`src/rtl/fetch_stage_pkg.sv`:
```
// Shared definitions for the instruction-fetch stage and the pipeline registers
// that follow it.
package fetch_stage_pkg;

    localparam logic [31:0] NOP_INSTR        = 32'h0000_0000;
    localparam logic [31:0] RESET_PC_DEFAULT = 32'h0000_0000;

    typedef enum logic [1:0] {
        BOOT       = 2'd0,
        RUN        = 2'd1,
        HOLD_REDIR = 2'd2
    } fetch_state_e;

    // Instruction addresses are always word aligned.
    function automatic logic [31:0] align_pc(input logic [31:0] pc);
        return pc & 32'hFFFF_FFFC;
    endfunction

endpackage

```
`src/rtl/fetch_stage_if.sv`:
```
// Signals between the fetch stage, the hazard unit, PC-update logic,
// instruction memory and the decode stage.
interface fetch_stage_if #(
    parameter int IMEM_AW = 6
);
    logic                stall_f;
    logic                flush_d;
    logic                redirect;
    logic [31:0]         redirect_pc;
    logic [IMEM_AW-1:0]  imem_addr;
    logic [31:0]         imem_rd;
    logic [31:0]         pc_f;
    logic [31:0]         instr_d;
    logic [31:0]         pc_plus4_d;
    logic                valid_d;
    logic                redir_pend;

    modport master (
        input  stall_f, flush_d, redirect, redirect_pc, imem_rd,
        output imem_addr, pc_f, instr_d, pc_plus4_d, valid_d, redir_pend
    );

    modport slave (
        output stall_f, flush_d, redirect, redirect_pc, imem_rd,
        input  imem_addr, pc_f, instr_d, pc_plus4_d, valid_d, redir_pend
    );
endinterface

```
`src/rtl/fetch_stage_ifid_reg.sv`:
```
// IF/ID pipeline register: flush beats stall, stall beats squash, squash beats load.
// A bubble clears instruction, PC+4 and valid together.
module ifid_reg
    import fetch_stage_pkg::*;
(
    input  logic        clk,
    input  logic        rst_n,
    input  logic        flush,
    input  logic        stall,
    input  logic        squash,
    input  logic [31:0] instr_in,
    input  logic [31:0] pc_plus4_in,
    output logic [31:0] instr_o,
    output logic [31:0] pc_plus4_o,
    output logic        valid_o
);

    logic [31:0] instr_q,    instr_d;
    logic [31:0] pc_plus4_q, pc_plus4_d;
    logic        valid_q,    valid_d;

    always_comb begin
        // NOTE: every output takes its held value first so no path infers a latch.
        instr_d    = instr_q;
        pc_plus4_d = pc_plus4_q;
        valid_d    = valid_q;
        if (flush || (!stall && squash)) begin
            instr_d    = NOP_INSTR;
            pc_plus4_d = 32'h0;
            valid_d    = 1'b0;
        end else if (!stall) begin
            instr_d    = instr_in;
            pc_plus4_d = pc_plus4_in;
            valid_d    = 1'b1;
        end
    end

    // NOTE: state updates use non-blocking assignments so all flops sample together.
    always_ff @(posedge clk or negedge rst_n) begin
        if (!rst_n) begin
            instr_q    <= NOP_INSTR;
            pc_plus4_q <= 32'h0;
            valid_q    <= 1'b0;
        end else begin
            instr_q    <= instr_d;
            pc_plus4_q <= pc_plus4_d;
            valid_q    <= valid_d;
        end
    end

    assign instr_o    = instr_q;
    assign pc_plus4_o = pc_plus4_q;
    assign valid_o    = valid_q;

endmodule

```
`src/rtl/fetch_stage.sv`:
```
// Instruction-fetch stage: PC register, deferred-redirect FSM and IF/ID register.
// A redirect arriving during a stall is parked in pend_pc until the stall releases.
module fetch_stage
    import fetch_stage_pkg::*;
#(
    parameter logic [31:0] RESET_PC = RESET_PC_DEFAULT,
    parameter int          IMEM_AW  = 6
) (
    input  logic          clk,
    input  logic          rst_n,
    fetch_stage_if.master bus
);

    fetch_state_e state_q, state_d;
    logic [31:0]  pc_q,      pc_d;
    logic [31:0]  pend_pc_q, pend_pc_d;
    logic [31:0]  target;
    logic [31:0]  pc_plus4;
    logic         squash;

    assign target   = align_pc(bus.redirect_pc);
    assign pc_plus4 = pc_q + 32'd4;

    always_comb begin
        state_d   = state_q;
        pc_d      = pc_q;
        pend_pc_d = pend_pc_q;
        squash    = 1'b0;
        case (state_q)
            BOOT, RUN: begin
                squash = bus.redirect;
                if (bus.stall_f) begin
                    if (bus.redirect) begin
                        pend_pc_d = target;
                        state_d   = HOLD_REDIR;
                    end
                end else begin
                    state_d = RUN;
                    pc_d    = bus.redirect ? target : pc_plus4;
                end
            end
            HOLD_REDIR: begin
                squash = 1'b1;
                if (bus.stall_f) begin
                    if (bus.redirect) pend_pc_d = target;
                end else begin
                    // A redirect in the release cycle is newer than the parked one.
                    pc_d    = bus.redirect ? target : pend_pc_q;
                    state_d = RUN;
                end
            end
            default: state_d = BOOT;
        endcase
    end

    always_ff @(posedge clk or negedge rst_n) begin
        if (!rst_n) begin
            state_q   <= BOOT;
            pc_q      <= RESET_PC;
            pend_pc_q <= 32'h0;
        end else begin
            state_q   <= state_d;
            pc_q      <= pc_d;
            pend_pc_q <= pend_pc_d;
        end
    end

    ifid_reg u_ifid (
        .clk         (clk),
        .rst_n       (rst_n),
        .flush       (bus.flush_d),
        .stall       (bus.stall_f),
        .squash      (squash),
        .instr_in    (bus.imem_rd),
        .pc_plus4_in (pc_plus4),
        .instr_o     (bus.instr_d),
        .pc_plus4_o  (bus.pc_plus4_d),
        .valid_o     (bus.valid_d)
    );

    assign bus.imem_addr  = pc_q[IMEM_AW+1:2];
    assign bus.pc_f       = pc_q;
    assign bus.redir_pend = (state_q == HOLD_REDIR);

endmodule

```
`src/flat_wrapper.sv`:
```
// flat-port wrapper written by rule: the top's interface ports become plain ports
module fetch_stage_flat import fetch_stage_pkg::*;
#(
    parameter logic [31:0] RESET_PC = RESET_PC_DEFAULT,
    parameter int          IMEM_AW  = 6
)
  (clk, rst_n, bus_stall_f, bus_flush_d, bus_redirect, bus_redirect_pc, bus_imem_rd, bus_imem_addr, bus_pc_f, bus_instr_d, bus_pc_plus4_d, bus_valid_d, bus_redir_pend);
  fetch_stage_if #(.IMEM_AW(IMEM_AW)) bus_i ();
  input  logic clk;
  input  logic rst_n;
  input wire logic [$bits(bus_i.stall_f)-1:0] bus_stall_f;
  input wire logic [$bits(bus_i.flush_d)-1:0] bus_flush_d;
  input wire logic [$bits(bus_i.redirect)-1:0] bus_redirect;
  input wire logic [$bits(bus_i.redirect_pc)-1:0] bus_redirect_pc;
  input wire logic [$bits(bus_i.imem_rd)-1:0] bus_imem_rd;
  output wire logic [$bits(bus_i.imem_addr)-1:0] bus_imem_addr;
  output wire logic [$bits(bus_i.pc_f)-1:0] bus_pc_f;
  output wire logic [$bits(bus_i.instr_d)-1:0] bus_instr_d;
  output wire logic [$bits(bus_i.pc_plus4_d)-1:0] bus_pc_plus4_d;
  output wire logic [$bits(bus_i.valid_d)-1:0] bus_valid_d;
  output wire logic [$bits(bus_i.redir_pend)-1:0] bus_redir_pend;
  assign bus_i.stall_f = bus_stall_f;
  assign bus_i.flush_d = bus_flush_d;
  assign bus_i.redirect = bus_redirect;
  assign bus_i.redirect_pc = bus_redirect_pc;
  assign bus_i.imem_rd = bus_imem_rd;
  assign bus_imem_addr = bus_i.imem_addr;
  assign bus_pc_f = bus_i.pc_f;
  assign bus_instr_d = bus_i.instr_d;
  assign bus_pc_plus4_d = bus_i.pc_plus4_d;
  assign bus_valid_d = bus_i.valid_d;
  assign bus_redir_pend = bus_i.redir_pend;
  fetch_stage #(.RESET_PC(RESET_PC), .IMEM_AW(IMEM_AW)) u_core (.clk(clk), .rst_n(rst_n), .bus(bus_i));
endmodule
```
`config.mk`:
```
export PLATFORM = sky130hd
export DESIGN_NAME = fetch_stage_flat
export DESIGN_NICKNAME = d
export VERILOG_FILES = /design/src/rtl/fetch_stage_pkg.sv /design/src/rtl/fetch_stage_if.sv /design/src/rtl/fetch_stage_ifid_reg.sv /design/src/rtl/fetch_stage.sv /design/src/flat_wrapper.sv
export SDC_FILE = /design/constraint.sdc
export NUM_CORES = 1
export LEC_CHECK = 0
export BUFFER_PORTS_ARGS = -buffer_cell sky130_fd_sc_hd__buf_2
export CORE_MARGIN = 4
export CORE_UTILIZATION = 45
export CTS_CLUSTER_SIZE = 30
export DETAILED_ROUTE_END_ITERATION = 6
export PLACE_DENSITY_LB_ADDON = 0.15
export SLEW_MARGIN = 0
export SYNTH_ARGS = -nofsm -noshare
export SYNTH_HDL_FRONTEND = slang
export SYNTH_SLANG_ARGS = --single-unit
```
`constraint.sdc`:
```
create_clock -name clk -period 3.6 [get_ports clk]
set_clock_uncertainty 0.05 [all_clocks]
set_input_delay 0.54 -clock clk [delete_from_list [all_inputs] [get_ports clk]]
set_output_delay 0.54 -clock clk [all_outputs]
set_load 0.1 [all_outputs]
```
==> results of run 1 <==
## metrics by stage
step,hold slack (ps),total power [mW]
global route,200.9,5.563
detailed placement,416.2,3.524
global placement,406.2,3.493
CTS,156.5,5.383
floorplan,194.4,3.183
finish,130.2,5.343
## cell usage in the layout (no fill, tap or decap), types with 3 or more instances in the layout
master / instances
clkinv_2: 5
mux2i_1: 35
dfrtp_1: 131
clkbuf_8: 4
inv_1: 10
o31a_1: 5
o22ai_1: 5
mux2_2: 30
bufinv_16: 4
o22a_1: 6
and3_1: 14
nor3_1: 13
a221oi_1: 5
nand3_1: 15
and2_1: 4
clkbuf_16: 17
nand4_1: 8
o211ai_1: 5
buf_2: 169
a22o_1: 6
o21ai_0: 59
nand2_1: 72
xor2_1: 9
and4_1: 3
or3_1: 6
nor4_1: 8
a31oi_1: 3
buf_4: 15
nor2_1: 58
a21oi_1: 36
a41oi_1: 3
a211oi_1: 3
o21a_1: 3
a2bb2oi_1: 4
xnor2_1: 19
## final cells by class
class	count	area share
Inverter	12	0.005593
Timing Repair Buffer	186	0.1229
Sequential cell	131	0.4070
Clock inverter	10	0.01895
Tap cell	180	0.02796
Multi-Input combinational cell	458	0.3575
Clock buffer	22	0.06012
## sequential cells by signal, indices dropped and copies added (netlist names)
| signal | count |
|---|---|
| u_core.bus.pc_f | 32 |
| u_core.pend_pc_q | 32 |
| u_core.u_ifid.instr_o | 32 |
| u_core.u_ifid.pc_plus4_o | 32 |
| u_core.state_q | 2 |
| u_core.u_ifid.valid_o | 1 |
## Yosys cell counts (8+ instances only)
cell	number	share of area
dfrtp_1	131	0.51
nand2_1	72	0.042
o21ai_0	59	0.046
nor2_1	58	0.034
a21oi_1	37	0.029
clkbuf_1	36	0.021
mux2i_1	35	0.055
mux2_2	30	0.053
xnor2_1	19	0.026
nand3_1	15	0.012
and3_1	14	0.014
nor3_1	13	0.010
inv_1	10	0.0058
xor2_1	9	0.012
nand4_1	8	0.0078
nor4_1	8	0.0078
## where the power goes
part	switching (mW)	internal, mW	total, mW
sequential	0.195	1.65	1.84
combinational	1.31	0.341	1.65
clock	0.621	1.23	1.85
total	2.13	3.21	5.34
## cell families after synthesis
| group | count (synthesis) | share of synthesized area |
|---|---|---|
| adder cells (fa/ha/maj) | 1 | 0.001946 |
| AND/OR/NAND/NOR | 212 | 0.1555 |
| buffers and inverters | 64 | 0.04263 |
| flip-flops | 131 | 0.5100 |
| XOR/XNOR | 28 | 0.03816 |
| multiplexers | 65 | 0.1071 |
| AO/OA/AOI/OAI | 152 | 0.1446 |
## routing by layer
metal	vias to the layer above	GRT usage
met5	-	0
met4	0	0.1016
met3	43	0.05226
met2	231	0.3589
met1	2690	0.2916
li1	2619	-
## worst max path at each step
stage / slack (ps) / from / endpoint
finish: 630 / u_core.state_q[0]$_DFFE_PN0P_ / bus_redir_pend
global route: 510 / u_core.state_q[0]$_DFFE_PN0P_ / bus_redir_pend
CTS: 620 / u_core.state_q[0]$_DFFE_PN0P_ / bus_redir_pend
detailed placement: 1080 / u_core.state_q[0]$_DFFE_PN0P_ / bus_redir_pend
global placement: 1100 / u_core.state_q[0]$_DFFE_PN0P_ / bus_redir_pend
floorplan: 820 / u_core.bus.pc_f[7]$_DFFE_PN0P_ / u_core.bus.pc_f[15]$_DFFE_PN0P_
==> results_dict.tcl, run 1 <==
set metrics [dict create \
    io_pins 173 \
    layout.area.seq_um2 3278 \
    post-route-period-util 0.8238 \
    rsz0062_at_grt "no" \
    ys_types 50 \
    synth-edff-count 0 \
    die_x_um 127.5 \
    crit_required_ps 3010 \
    cp_max_fo 25 \
    row_count 43 \
    yosys_warnings 0 \
    wl_met1_um 7501 \
    cts.sinks 131 \
    finalSetupViolCount 0 \
    design_area_um2 8054 \
    outcome "complete, no violations" \
    routed_via_density 5.589 \
    core_um2 13930 \
    drc 0 \
    path_cells "nand2b_1 -> clkinv_1 -> buf_4 -> buf_2" \
    dieHeight_um 127.5 \
    endpoint_kind "output port" \
    die-area_um2 16260 \
    reg2reg_from "u_core.state_q[0]$_DFFE_PN0P_" \
    grt_overflow 0 \
    finish.utilization 0.5780 \
    wl_per_cell_um 17.75 \
    fillerInstances 1249 \
    fin_nets 876 \
    drive_above_1_share 0.3114 \
    syn_inst 653 \
    globalplace.congestion 0.8422 \
    cts-resized-gates 0 \
    max_cap_violations 0 \
    clkTransAtPathRegs_ps 60 \
    grt_first_pass_wirelength_um 28970 \
    rr_worst_depth 6 \
    hold_violations 0 \
    grt_pass1_vias 5663 \
    antenna_found_initial 0 \
    seq_area_frac_synth 0.5100 \
    maxSlewHeadroom 0.4652 \
    place_inst 967 \
    critical_path_class "reg -> out" \
    synth_top_flop_cell "dfrtp_1" \
    ant_nets 0 \
    post-dp-hpwl_um 12160 \
    multiInputGateArea_um2 2879 \
    initial_core_util 0.4613 \
    diodes 0 \
    dr.pass1.iters 5 \
    pre_cts_slack_ps 1084 \
    tightest_slew_ps 802.1 \
    htreeDepth 4 \
    cpPeakStageDelay_ps 490 \
    async_flop_share 1.000 \
    startpoint_type "flop" \
    syn-cell-area_um2 6427 \
    grt_max_degree 84 \
    placement.io_buffers 170 \
    worstSkewPairLatency_ps 420 \
    vias 5583 \
    p_leak_nw 3.883 \
    rr_endpoint "u_core.bus.pc_f[25]$_DFFE_PN0P_" \
    cts_setup_buffers 0 \
    drv_slew 0 \
    power.density_nw_per_um2 663.4 \
    ys_ff_latch 131 \
    timing.final.ws_setup_ps 634.2 \
    critPathTopFamily "buffers and inverters" \
    r2r_slack_ps 1070 \
    highest_layer "met4" \
    wl_met2_um 8490 \
    hold_buffers 0 \
    period_minus_slack_ps 2966 \
    critPathArrivalTime_ps 2380 \
    drt_wl_total_um 17740 \
    crit_slowest_cell "buf_2" \
    drtIter0Drc 427 \
    synth.net_count 723 \
    cp.depth 4 \
    instances_no_fill 999 \
    grtUsageTotal 0.2247 \
    cts_made_buffers 17 \
    placed_area_um2 7417 \
    cts_max_path_buffers 2 \
    critical_path_buf_inv_count 3 \
    fin_tns_setup_ps 0 \
    hold_class "in -> async" \
    cts_tree "done" \
    fmax_ghz 0.3372 \
    postSynthAreaPerCell_um2 9.843 \
    clock-root-buffer "clkbuf_16" \
    ir_drop_mv 0.5525 \
    layout-area-overhead-vs-synth_pct 25.31 \
    route.met3.wl_um 1279 \
]
Power figures use the tool's default switching activity.
==> inputs of run 2 (changes only) <==
--- a/config.mk
+++ b/config.mk
@@ -5,6 +5,7 @@
 export SDC_FILE = /design/constraint.sdc
 export NUM_CORES = 1
 export LEC_CHECK = 0
+export ABC_AREA = 1
 export BUFFER_PORTS_ARGS = -buffer_cell sky130_fd_sc_hd__buf_2
 export CORE_MARGIN = 4
 export CORE_UTILIZATION = 45
==> constraint.sdc (replaced) <==
create_clock -name clk -period 2.4 [get_ports clk]
set_clock_uncertainty 0.05 [all_clocks]
set_input_delay 0.36 -clock clk [delete_from_list [all_inputs] [get_ports clk]]
set_output_delay 0.36 -clock clk [all_outputs]
set_load 0.1 [all_outputs]
==> run 2 against run 1 <==
Net effect: the run now ends with negative hold slack left; sequential share of layout area is 1.4 points higher; critical path type is now reg -> reg; sequential power is 48% higher; area after synthesis is 3.4% lower; cell count is 8.2% higher; critical path depth is 5 higher; core utilization is 0.28 points higher.
==> results_dict.tcl, run 2 <==
set metrics [dict create \
    synth-edff-count 0 \
    critPathArrivalTime_ps 2140 \
    post-dp-hpwl_um 12350 \
    startpoint_type "flop" \
    grt_max_degree 132 \
    antenna_found_initial 0 \
    finish.utilization 0.5808 \
    drv_slew 0 \
    syn-cell-area_um2 6210 \
    fmax_ghz 0.5388 \
    outcome "complete, but fails checks" \
    fin_nets 962 \
    postSynthAreaPerCell_um2 8.506 \
    synth_top_cell_area_share 0.5279 \
    tightest_slew_ps 696.5 \
    grtUsageTotal 0.2221 \
    mostFrequentLayoutCells "nand2_1, buf_2, dfrtp_1" \
    globalplace.congestion 0.8976 \
    drtIter0Drc 480 \
    hold_violations 6 \
    yosys_warnings 0 \
    power_mw 8.050 \
    grt_overflow 0 \
    rsz0062_at_grt "no" \
    seq_area_frac_synth 0.5279 \
    final_common_cell "nand2_1" \
    cts_made_buffers 17 \
    drive_above_1_share 0.2674 \
    clock-root-buffer "clkbuf_16" \
    dieHeight_um 125.5 \
    htreeDepth 4 \
    hold_class "in -> async" \
    fillerInstances 1244 \
    synth.net_count 800 \
    synth_top_flop_cell "dfrtp_1" \
    period_minus_slack_ps 1856 \
    core_um2 13400 \
    max_cap_violations 0 \
    row_count 42 \
    syn_inst 730 \
    ant_nets 0 \
    drt_wl_total_um 17020 \
    violations "negative hold slack" \
    p_leak_nw 4.164 \
    io_pins 173 \
    ys_ff_latch 131 \
    holdWs_ps -8.018 \
    endpoint_kind "flop" \
    cts_max_path_buffers 2 \
    synthTopCellsByCount "nand2_1, dfrtp_1, nor2_1" \
    ir_drop_mv 0.4809 \
    dr.pass1.iters 5 \
    critical_path_class "reg -> reg" \
    wl_per_cell_um 15.74 \
    placement.io_buffers 170 \
    hold_buffers 0 \
    diodes 0 \
    critPathTopFamily "simple AND/OR/NAND/NOR gates" \
    maxSlewHeadroom 0.5356 \
    finalSetupViolCount 0 \
    layout-area-overhead-vs-synth_pct 25.33 \
    worstSkewPairLatency_ps 410 \
    power.density_nw_per_um2 1034 \
    grt_pass1_vias 5528 \
    routed_via_density 5.100 \
    cp_max_fo 7 \
    async_flop_share 1.000 \
    critical_path_buf_inv_count 1 \
    yosys.area.top_type "dfrtp_1" \
    clkTransAtPathRegs_ps 60 \
    grt_first_pass_wirelength_um 28240 \
    die_x_um 125.5 \
    yosysMostFrequentCell "nand2_1" \
    crit_required_ps 2680 \
    cts_setup_buffers 0 \
    worst_path_most_repeated_cell "nand2_1" \
    path_cells "ha_1 -> nand3_2 -> nor2_1 -> nand2_1 -> inv_1 -> nand3_1 -> nand2_1 -> nand2_1 -> a21oi_1" \
    fin_tns_setup_ps 0 \
    ys_types 31 \
    cts-resized-gates 0 \
    cts_tree "done" \
    drc 0 \
    die-area_um2 15740 \
    initial_core_util 0.4634 \
    cpPeakStageDelay_ps 480 \
    vias 5513 \
    ys_top_cells_by_area "dfrtp_1, nand2_1, a22o_1" \
    crit_slowest_cell "dfrtp_1" \
    post-route-period-util 0.7733 \
    cts.sinks 131 \
]
[run 2: cell types whose count changed in the layout (fill, tap and decap cells not counted), moves of 14 or more]
cell	previous run	this run
mux2_2	30	0
mux2i_1	35	0
a22o_1	6	41
xnor2_1	19	1
inv_1	10	41
nand2_1	72	255
o21ai_0	59	34
and3_1	14	0
[run 2: worst paths after layout]
| kind | slack, ps | startpoint | depth (start not counted) | to |
|---|---|---|---|---|
| min in group clk | 110 | bus_imem_rd[12] | 2 | u_core.u_ifid.instr_o[12]$_DFFE_PN0P_ |
| max in group asynchronous | 1790 | rst_n | 2 | u_core.pend_pc_q[21]$_DFFE_PN0P_ |
| worst max-delay path | 540 | u_core.bus.pc_f[2]$_DFFE_PN0P_ | 9 | u_core.bus.pc_f[28]$_DFFE_PN0P_ |
| worst min register to register | 420 | u_core.pend_pc_q[0]$_DFFE_PN0P_ | 2 | u_core.pend_pc_q[0]$_DFFE_PN0P_ |
| worst min-delay path | -8 | rst_n | 2 | u_core.u_ifid.instr_o[25]$_DFFE_PN0P_ |
| worst max register to register | 540 | u_core.bus.pc_f[2]$_DFFE_PN0P_ | 9 | u_core.bus.pc_f[28]$_DFFE_PN0P_ |
[run 2: cell type report]
cell class	instances	area, um^2	area share
flip-flops and latches	131	3278	0.4212
inverters	47	176.4	0.02267
well taps	176	220.2	0.02830
multi-input cells	514	2531	0.3252
clock buffers	18	429.2	0.05514
repair buffers	181	960.9	0.1235
clock inverters	14	186.4	0.02396
[run 2: power by group]
group / internal, mW / leakage, nW / switching [mW]
clock: 1.73 / 0.300 / 0.948
sequential: 2.47 / 1.67 / 0.263
combinational: 0.464 / 2.20 / 2.17
[run 2: logic make-up (layout without fill, tap and decap cells)]
family | count (synthesis) | count (layout) | synth area share
adder cells (fa/ha/maj) | 1 | 1 | 0.002015
AO/OA/AOI/OAI | 134 | 134 | 0.1382
flip-flops | 131 | 131 | 0.5279
buffers and inverters | 85 | 260 | 0.06448
AND/OR/NAND/NOR | 364 | 364 | 0.2426
XOR/XNOR | 15 | 15 | 0.02478
[run 2: stage by stage]
step | hold slack [ps] | cells | setup slack [ps] | cell area, um^2
global route | 40.02 | 1081 | 404.9 | 7782
CTS | 40.20 | 1081 | 535.6 | 7782
detailed placement | 405.7 | 1049 | 558.4 | 7167
finish | -8.018 | 1081 | 544.2 | 7782
global placement | 400.7 | 1049 | 606.0 | 7167
floorplan | 14.41 | 730 | 131.4 | 6210
[run 2: metal layers]
metal / routed length [um] / vias to the layer above / track usage
met3: 1302 / 30 / 0.05416
met1: 7767 / 2561 / 0.3174
li1: - / 2687 / -
met5: 0 / - / 0
met4: 338 / 0 / 0.07908
met2: 7608 / 235 / 0.3310
